$ cat src/rtl/cla4_serial_sub.sv
// Multi-cycle unsigned subtractor: diff = a - b - bin, one 4-bit lookahead chunk per clock.
// Optional build macro SUB_SAT_EN clamps an underflowed result to zero.
module cla4_serial_sub #(
    parameter int WIDTH = 16
) (
    input  logic             clk,
    input  logic             rst_n,
    input  logic             in_valid,
    output logic             in_ready,
    input  logic [WIDTH-1:0] a,
    input  logic [WIDTH-1:0] b,
    input  logic             bin,
    output logic             out_valid,
    input  logic             out_ready,
    output logic [WIDTH-1:0] diff,
    output logic             bout
);

    localparam int N  = WIDTH / 4;
    localparam int KW = (N > 1) ? $clog2(N) : 1;

    typedef enum logic [1:0] {IDLE, RUN, DONE} state_t;

    state_t           state;
    logic [WIDTH-1:0] a_q;
    logic [WIDTH-1:0] b_q;
    logic             borrow;
    logic [KW-1:0]    k;

    logic [3:0] ca;
    logic [3:0] cb;
    logic [3:0] g;
    logic [3:0] p;
    logic [4:0] c;
    logic [3:0] nib;

    assign in_ready = (state == IDLE);

    // Borrow lookahead: generate when a=0,b=1; propagate when a==b.
    always_comb begin
        ca   = a_q[4*int'(k) +: 4];
        cb   = b_q[4*int'(k) +: 4];
        g    = ~ca & cb;
        p    = ~(ca ^ cb);
        c[0] = borrow;
        c[1] = g[0] | (p[0] & c[0]);
        c[2] = g[1] | (p[1] & g[0]) | (p[1] & p[0] & c[0]);
        c[3] = g[2] | (p[2] & g[1]) | (p[2] & p[1] & g[0])
             | (p[2] & p[1] & p[0] & c[0]);
        c[4] = g[3] | (p[3] & g[2]) | (p[3] & p[2] & g[1])
             | (p[3] & p[2] & p[1] & g[0])
             | (p[3] & p[2] & p[1] & p[0] & c[0]);
        nib  = ca ^ cb ^ c[3:0];
    end

    always_ff @(posedge clk or negedge rst_n) begin
        if (!rst_n) begin
            state     <= IDLE;
            a_q       <= '0;
            b_q       <= '0;
            borrow    <= 1'b0;
            k         <= '0;
            diff      <= '0;
            bout      <= 1'b0;
            out_valid <= 1'b0;
        end else begin
            unique case (state)
                IDLE: begin
                    if (in_valid) begin
                        a_q    <= a;
                        b_q    <= b;
                        borrow <= bin;
                        k      <= '0;
                        state  <= RUN;
                    end
                end
                RUN: begin
                    diff[4*int'(k) +: 4] <= nib;
                    borrow <= c[4];
                    k      <= k + 1'b1;
                    if (k == KW'(N - 1)) begin
                        state     <= DONE;
                        out_valid <= 1'b1;
                        bout      <= c[4];
`ifdef SUB_SAT_EN
                        if (c[4]) diff <= '0;
`endif
                    end
                end
                DONE: begin
                    if (out_ready) begin
                        out_valid <= 1'b0;
                        state     <= IDLE;
                    end
                end
                default: state <= IDLE;
            endcase
        end
    end

endmodule

$ cat config.mk
export PLATFORM = sky130hd
export DESIGN_NAME = cla4_serial_sub
export DESIGN_NICKNAME = d
export VERILOG_FILES = /design/src/rtl/cla4_serial_sub.sv
export SDC_FILE = /design/constraint.sdc
export NUM_CORES = 1
export LEC_CHECK = 0
export CAP_MARGIN = 5
export CORE_MARGIN = 10
export CORE_UTILIZATION = 35
export CTS_BUF_LIST = sky130_fd_sc_hd__clkbuf_4
export DETAILED_ROUTE_END_ITERATION = 16
export PLACE_DENSITY = 0.57
export SKIP_CTS_REPAIR_TIMING = 1
export SYNTH_ARGS = -nofsm -noshare
export SYNTH_HDL_FRONTEND = slang
export SYNTH_SLANG_ARGS = --single-unit
$ cat constraint.sdc
create_clock -name clk -period 3.25 [get_ports clk]
set_clock_uncertainty 0.1 [all_clocks]
set_input_delay 0.65 -clock clk [delete_from_list [all_inputs] [get_ports clk]]
set_output_delay 0.65 -clock clk [all_outputs]
set_load 0.01 [all_outputs]
; Word-level counts from Yosys, hierarchy flattened
; Cells that the tools add are included.
[op_classes]
shift = 4
add_sub_neg = 2
n_reduce_logical = 8
bitwise_logic = 31
muxes = 12
eq_ne = 6
[op_table]
columns = cell, n
row1 = $neg 4->33, 1
row2 = $shift 4x33->16 const A, 1
row3 = $shiftx 4x33->16, 1
row4 = $shiftx 16x5->4, 2
row5 = $and 1x1->1, 16
row6 = $bwmux 16, 1
row7 = $or 1x1->1, 10
row8 = $mux 2, 4
row9 = $not 4->4, 2
row10 = $xor 4x4->4, 2
row11 = $ne 2x2->1 const B, 3
row12 = $pmux 2 s3, 1
row13 = $reduce_and 2->1, 3
row14 = $reduce_and 3->1, 2
row15 = $and 4x4->4, 1
row16 = $eq 2x2->1 const B, 2
row17 = $pmux 1 s2, 2
row18 = $pmux 2 s2, 1
row19 = $reduce_bool 2->1, 2
row20 = $mux 1, 3
row21 = $add 2x1->2 const B, 1
row22 = $eq 2x1->1 const B, 1
row23 = $logic_not 2->1, 1
[word_totals]
output_inout_bits = 19
input_bits = 37
elab_cells = 71
regBits = 55

; Logic depth before layout (Yosys ltp)
; Gate-level depths: netlist (run 1).
[logic_depth]
ltp_word = 10
ltp_mapped = 8
depth_no_buf = 7

; Worst setup path before layout (run 1)
; No wires, ideal clock.
[synth_timing]
path_type = register to register
from = register k[0]
to = register diff[11]
arrival_ns = 2.466
synth_period_minus_slack_ns = 2.633
stages_incl_launch_ff = 9
setup_slack_ns = 0.617
setup_time_ns = 0.068
cell_sequence = dfrtp_1 buf_2 buf_2 mux4_2 ha_1 a211oi_1 nor2_1 o311ai_2 a32o_1
[synth_between]
elab_chain_cells = 10
elab_cells_between_ends = 26
[synth_rtl]
columns = element, line
row1 = "start, declared", 28  ; logic [KW-1:0] k;
row2 = "start signal, assigned", 80  ; k <= k + 1'b1;
row3 = $shiftx 16x5->4 (on tied branches), "41, 42"
row4 = $xor 4x4->4 / $not 4->4 (equally long branches), "44, 53, 43"
row5 = $not 4->4 / $and 4x4->4 (equally long branches), "44, 43"
row6 = $and 1x1->1 (on tied branches), "48, 49"
row7 = "$or 1x1->1, or another cell as far along", 48  ; c[3] = g[2] | (p[2] & g[1]) | (p[2] & p[1] & g[0])
row8 = $or 1x1->1 / $and 1x1->1 (equally long branches), "48, 49"
row9 = $or 1x1->1, 49  ; | (p[2] & p[1] & p[0] & c[0]);
row10 = $xor 4x4->4, 53  ; nib = ca ^ cb ^ c[3:0];
row11 = $shiftx 4x33->16, 78  ; diff[4*int'(k) +: 4] <= nib;
row12 = $bwmux 16 *, 78
row13 = "end signal, assigned by index", 78
row14 = "end, declared", 15  ; output logic [WIDTH-1:0] diff,
; Every way passes the cells marked *; elsewhere a longest branch is shown, timed or not.
; A chain may end at the register's enable or synchronous reset.

; Final worst setup path (run 1)
; Same ends and word-level chain as after synthesis.

==> summary.md, run 1 <==
The synthesized netlist devotes 8.23% of its cell area to compound gates. Sequential elements use 53.2% of the synthesized area. Counting flops and latches in the post-synthesis netlist gives 55.

TritonCTS built the clock tree. Across the run, the number of max-cap violations was 0. The peak supply drop was 0.000448 V. For this run, the number of Yosys warnings is 0.

Measured along the y axis, the die boundary spans 106 um. For the pin with the worst max-slew slack, the measured transition is 0.696 ns. Clock-pin slew was measured on the worst setup and hold paths at 0.15 ns.

Maximum buffer depth of the clock tree: 2. The number of clock buffers added by TritonCTS is 5. The dominant combinational cell family by area after synthesis is simple AND/OR/NAND/NOR gates. Aggregate routed wire length: 5780 um. The area growth from synthesis to layout is 26.9%. In the final layout, the multi-input gates occupy 1120 um^2. The wire length of the first global-routing pass came out at 9930 um. The cell with the largest stage delay on the worst path was dfrtp_1. After floorplanning, the core was divided into 31 placement rows. The largest single stage delay on the critical path is 0.70 ns.

Type of the tightest min-delay check: input port to asynchronous set/reset pin. The via count of the first global-routing pass is 2059. The run gives 732 as the filler cell count in the final layout. The run gives 0 as the initial antenna violation count.

The number of nets in the synthesized netlist is 307. Count of port buffers added during placement: 55. The count of final max-slew check failures is 0. Of all flip-flops after synthesis, the portion carrying an async set or reset was 100%. The relative max-transition margin came out at 53.6%.

The share of final-layout standard cells stronger than drive strength 1 came out at 9.24%. The H-tree was split into 2 levels. The root cell of the clock tree is clkbuf_4. In this run the remaining antenna-violating nets after routing total 0. The repair_antennas step left the layout with diodes totalling 0. The synthesized netlist occupies a cell area of 2580 um^2. The multiplexer share of the synthesized area was 7.41%; the routability-driven placement congestion ratio was 0.772. The run gives 1914 as the total via count in the routed design.

The kind of end point of the critical path was a flip-flop. The detailed-router iteration count before antenna repair came out at 4. The run gives 365 MHz as the highest achievable clock rate. Clock latency on the worst-skew pair, taken at its later pin, is 0.37 ns.

The shortest clock period the worst path allows after layout came out at 2.74 ns. Setup repair after global routing left no endpoint under its margin. The DRC violation total after the first TritonRoute iteration is 42, and the cell area after placement is 3220 um^2.

The die is 106 um wide. After global routing the overflow that remains totals 0. Entering global routing, the biggest net connects 56 pins. For this configuration, the core starts out at a cell density of 35.8%. The die area was 11200 um^2; the count of final hold-check violations was 0.

After Yosys synthesis, XOR and XNOR cells account for 0.339% of the synthesized area. In the routed layout, each cell is associated on average with a via count of 4.63. After detailed routing, the average wire length per cell comes to 14.0 um. In this run the worst path has a maximum fanout of 10.

The adder and majority cell fraction of the synthesized area was 5.61%. Walking the worst path, the cells encountered are mux4_2 > inv_1 > ha_1 > a211oi_1 > nor2_1 > o311ai_2 > a32o_1. The areal power density over the cells came out at 1010 nW/um^2. Yosys mapped the design onto 35 distinct sky130hd cell types.

In the layout the commonest cells are 116 x nand2_1, 55 x dfrtp_1, 54 x clkdlybuf4s50_1, 10 x ha_1, 8 x mux4_2. In the synthesized netlist the dominant register cell turns out to be dfrtp_1. Setup violations remaining at the end of the flow were counted as 0. With fillers left out, the area of the finished cells amounts to 3280 um^2.

Synthesis handed over a netlist of 259 instances. Of the available clock period, the critical path in the final layout requires 84.3%. The tools report the HPWL after detailed placement as 4360 um. Fraction of the mapped netlist area in simple logic gates: 21.8%. STA puts the critical path data arrival time at 2.97 ns.

The number of synthesized flops with an enable pin is 0. Global routing used 10.6% of the available tracks. The area occupied by registers came out at 1380 um^2.

For the worst setup path, the data required time is 3.48 ns. Each instance of the synthesized netlist takes up on average 9.98 um^2. For the final routed database, the setup TNS stands at 0 ns. The area of the core was 7210 um^2.

The slack of the worst reg-to-reg path was 0.51 ns; the number of clock sinks was 55. The static leakage was 1.55 nW. The sort of element at the start of the critical path was a flip-flop. Most frequent standard cell in the layout excluding fill and tap cells: nand2_1. After the last flow step, the layout net total stands at 361. The run finished with clean final reports.

Start-to-end type of the worst setup path: flip-flop to flip-flop. 56 I/O pins were placed. For this run, design rule violations remaining after detail routing come to 0.
[final timing paths]
| kind | start | end | depth (start not counted) |
|---|---|---|---|
| max | k[0] | diff[11] | 7 |
| min | rst_n | a_q[2] | 2 |
| max reg2reg | k[0] | diff[11] | 7 |
| min reg2reg | a_q[0] | a_q[0] | 2 |
| max in group asynchronous | rst_n | a_q[0] | 2 |
| min in group clk | a_q[0] | a_q[0] | 2 |
[per-stage QoR]
step                      instances  setup WS (ns)  utilization [%]  hold slack (ns)  power (mW)
final                           413          0.510             45.5            0.265        3.33
after global placement          405          0.535             44.7            0.355        3.02
after floorplan                 259          0.617                -            0.254        2.45
after detailed placement        405          0.474             44.7            0.362        3.07
after CTS                       413          0.424             45.5            0.300        3.39
after global routing            413          0.215             45.5            0.304        3.66
[area by class of cell]
class	instances	share of cell area (%)
well taps	99	3.78
repair buffers	59	17.5
flip-flops and latches	55	42.0
clock buffers	7	1.60
inverters	7	0.801
clock inverters	1	0.153
multi-input cells	185	34.2
[registers in the layout (all words and copies together), names as in the netlist]
signal / cells
a_q: 16
b_q: 16
borrow: 1
bout: 1
diff: 16
k: 2
out_valid: 1
state: 2
[critical path, delay by kind of cell, from the launching register on]
| family | cells | cell delay [ns] |
|---|---|---|
| buffers and inverters | 1 | 0.12 |
| AOI/OAI and AO/OA | 3 | 0.86 |
| DFF | 1 | 0.70 |
| muxes | 1 | 0.56 |
| adders and majority gates | 1 | 0.25 |
| and+or+nand+nor | 1 | 0.10 |
[where the power goes]
| group | internal, mW | switching [mW] |
|---|---|---|
| Sequential | 0.976 | 0.217 |
| Combinational | 0.824 | 0.997 |
| Clock | 0.102 | 0.209 |
[routing by layer]
layer  GRT usage [%]  up-vias  wire length [um]
met3            4.23        4               359
met5               0        -                 0
met1            13.9      899              2740
met2            16.5       45              2650
met4            1.45        0                29
li1                -      966                 -
[cells by family after synthesis]
family | count (synthesis)
multiplexers | 9
buffers and inverters | 19
XOR/XNOR | 1
AO/OA/AOI/OAI | 29
adder cells (fa/ha/maj) | 11
flip-flops | 55
AND/OR/NAND/NOR | 135
[synth_stat cells, types with 2 or more instances]
cell,n,area share (%)
a22o_1,6,2.0
o21ai_1,3,0.58
nor2_1,4,0.58
a32o_1,2,0.77
clkbuf_1,4,0.58
a21o_1,2,0.58
nand3_1,2,0.39
or4_4,2,0.87
dfrtp_1,55,53
o31ai_1,2,0.58
mux4_2,8,7.0
ha_1,10,4.8
inv_1,7,1.0
nor4_1,2,0.48
nand2_1,116,17
a211oi_1,2,0.58
buf_2,7,1.4
o21ai_0,7,1.4
a21oi_1,2,0.39
(Power assumes the default switching activity.)
==> run 2, diff against run 1 <==
==> constraint.sdc (replaced) <==
create_clock -name clk -period 2.7 [get_ports clk]
set_clock_uncertainty 0.1 [all_clocks]
set_input_delay 0.54 -clock clk [delete_from_list [all_inputs] [get_ports clk]]
set_output_delay 0.54 -clock clk [all_outputs]
set_load 0.01 [all_outputs]
==> run 2 against run 1 <==
Clock power increased by 42%. Worst setup slack got worse by 0.26 ns. Utilization increased by 1.1 points. First-iteration DRC count increased by 140%. Register-to-register slack got worse by 0.26 ns. Worst hold slack got worse by 0.23 ns. Sequential share of layout area decreased by 0.95 points. Largest cell class unchanged.
==> summary.md, run 2 (synthesized netlist as in run 1, its figures left out) <==
The floorplan has 31 rows. The clock reaches the later pin of the worst-skew pair after 0.38 ns. The vertical extent of the die came out at 106 um. For this configuration, the core starts out at a cell density of 35.8%. The remaining antenna violation count after routing came out at 0. In this run the tightest slew margin relative to its limit is 73.2%. The total via count in the routed design was 1932; the number of buffers and inverters on the critical path was 2. The tools report the root cell of the clock tree as clkbuf_4. The library cell used most frequently in the layout, excluding fill and tap cells, is nand2_1. Routability-driven placement finished with a final weighted congestion of 0.810. The maximum buffer depth of the clock tree was 2. The post-synthesis to final-layout area growth is 30.0%, and the worst-case setup slack after placement is 0.124 ns. The actual slew at the worst max-slew pin came out at 0.400 ns. Dividing the detail-routed via count by the number of cells gives 4.63. The logs give 366 for the number of nets in the layout and 10.8% for the total global-route track usage. For this run, the number of standard cells in the final layout without fillers is 417.

The type of the tightest min-delay check is input port to asynchronous set/reset pin. TritonCTS built the clock tree. Setup violations remaining at the end of the flow were counted as 0. Power spread over the standard cell area amounts to 1260 nW/um^2. The mean routed wirelength per cell was 13.7 um.

Across all hold checks on the routed design, the worst slack comes to 0.0330 ns. Sort of element at the start of the critical path: a flip-flop. The number of clock sinks was 55; the maximum fanout count along the critical path was 6.

The tools report the cell area after placement as 3270 um^2. The largest registers in the layout are a_q: 16 flops, b_q: 16 flops, diff: 16 flops. After detailed routing, the number of remaining DRC violations is 0.

The worst path in the final design needs a cycle of 2.45 ns, including I/O delays and setup. The worst setup path is captured at a flip-flop. Counting the fill cells in the layout gives 716. Setup repair after global routing left no endpoint under its margin. The largest net degree at the start of global routing was 56.

The sequential cells in the finished layout cover a total of 1380 um^2. Detailed placement ended at an HPWL of 4440 um. For the worst setup path, the data arrival time is 2.61 ns. The worst setup path is of the flip-flop to flip-flop kind. The cell class contributing the biggest share of worst-path delay was multiplexers. The reported max-cap violation count came out at 0.

Worst stage delay on the critical path: 0.49 ns. After detailed placement, the design holds a cell count of 410. The logs give 0 for the count of final max-slew check failures and 0 for the initial antenna violation count. Counting buffers and inverters, the worst setup path is 8 cells deep. The run gives 1130 um^2 as the footprint of the multi-input gates.

Area of the core: 7210 um^2. The highest achievable clock rate was 408 MHz; the share of final-layout standard cells stronger than drive strength 1 was 10.7%. For the via count of the first global-routing pass, the log shows 2130. The first TritonRoute pass finished after 4 iterations. The logs give 2 for the total number of H-tree levels and 17.9% for the global-route met2 utilization. Met1 track demand over resource in global routing: 13.7%. After global routing, the most crowded layer is met2. In the layout the commonest cells are 116 x nand2_1, 54 x dfrtp_1, 54 x clkdlybuf4s50_1, 10 x ha_1. The final layout contains routed wiring with a total length of 5710 um. Wire length of the first global-routing pass: 10200 um. Clock-pin slew was measured on the worst setup and hold paths at 0.17 ns. The total overflow left after global routing is 0.

The final critical path takes up 90.7% of the cycle. During placement, the flow inserted port buffers numbering 55. For the required time of the critical path, the log shows 2.86 ns.

For the final routed database, the setup TNS stands at 0 ns. The largest individual stage delay along the critical path comes from the cell mux4_2. Traced cell by cell, the critical path runs through buf_4 > mux4_2 > inv_1 > ha_1 > o21ai_0 > nor2_1 > nor2_1 > o21ai_0.

The met3 global-route usage came out at 3.44%. Across all setup checks in the final design, the least slack found is 0.251 ns. The floorplan step defined a die boundary enclosing 11200 um^2.

IR analysis of the VDD net gives a maximum drop of 0.000518 V. The flow ran to the end, and the final reports show no timing, DRC or antenna violations. The die span in x works out to 106 um.

Measured in cells, the most critical reg-to-reg path has a length of 8. The analysis attributes to cell leakage a power of 1.58 nW. Pin placement for this block handled 56 I/O pins.

The number of antenna diodes in the final layout is 0. The run gives 0 as the count of final hold-check violations. For the DRC violation total after the first TritonRoute iteration, the log shows 102. The final instance area is 3360 um^2, and the clock buffer count from CTS is 5.
-- run 2: cell count changes in the layout (fill, tap and decap cells not counted), sizes merged --
cell / delta
buf: +5
clkbuf: -2
bufinv: +1
clkinv: -1
clkinvlp: +1
-- run 2: worst reg2reg max path, delay by kind of cell (launching register included) --
kind                     cells  cell delay, ns
multiplexers                 1            0.49
flip-flops                   1            0.47
AND/OR/NAND/NOR              2            0.45
AO/OA/AOI/OAI                2            0.32
adder cells (fa/ha/maj)      1            0.27
buffers and inverters        2            0.25
-- run 2: metrics by stage --
stage | power [mW] | util (%)
floorplan | 2.95 | -
global placement | 3.74 | 45.4
detailed placement | 3.79 | 45.4
CTS | 4.24 | 46.4
global route | 4.66 | 46.6
finish | 4.23 | 46.6
-- run 2: path summary, 6_finish.rpt --
check	from	end	slack (ns)
worst max-delay path	k[0]	diff[6]	0.25
worst min-delay path	rst_n	a_q[14]	0.03
worst max register to register	k[0]	diff[6]	0.25
worst min register to register	b_q[5]	b_q[5]	0.39
max in group asynchronous	rst_n	diff[15]	2.20
min in group clk	b_q[5]	b_q[5]	0.39
-- run 2: metal layers --
layer / share of wire [%] / up-vias
li1: - / 975
met1: 48 / 906
met2: 46 / 45
met3: 5.8 / 6
met4: 0.72 / 0
met5: 0 / -
-- run 2: final cells by class --
cell class	instances	area share, %
multi-input combinational	185	33.7
inverter	7	0.782
clock buffer	5	1.12
sequential	55	41.0
tap	99	3.69
timing repair buffer	64	18.6
clock inverter	2	1.12
-- run 2: power by group --
part	internal [mW]	switching, mW
Combinational	1.12	1.25
Sequential	1.18	0.237
Clock	0.190	0.252
Total	2.49	1.74
==> run 3, diff against run 2 <==
--- a/config.mk
+++ b/config.mk
@@ -5,7 +5,7 @@
 export SDC_FILE = /design/constraint.sdc
 export NUM_CORES = 1
 export LEC_CHECK = 0
-export CAP_MARGIN = 5
+export CAP_MARGIN = 20
 export CORE_MARGIN = 10
 export CORE_UTILIZATION = 35
 export CTS_BUF_LIST = sky130_fd_sc_hd__clkbuf_4
==> results of run 3 <==
No change in the layout: final DEF, timing and power equal those of run 2.
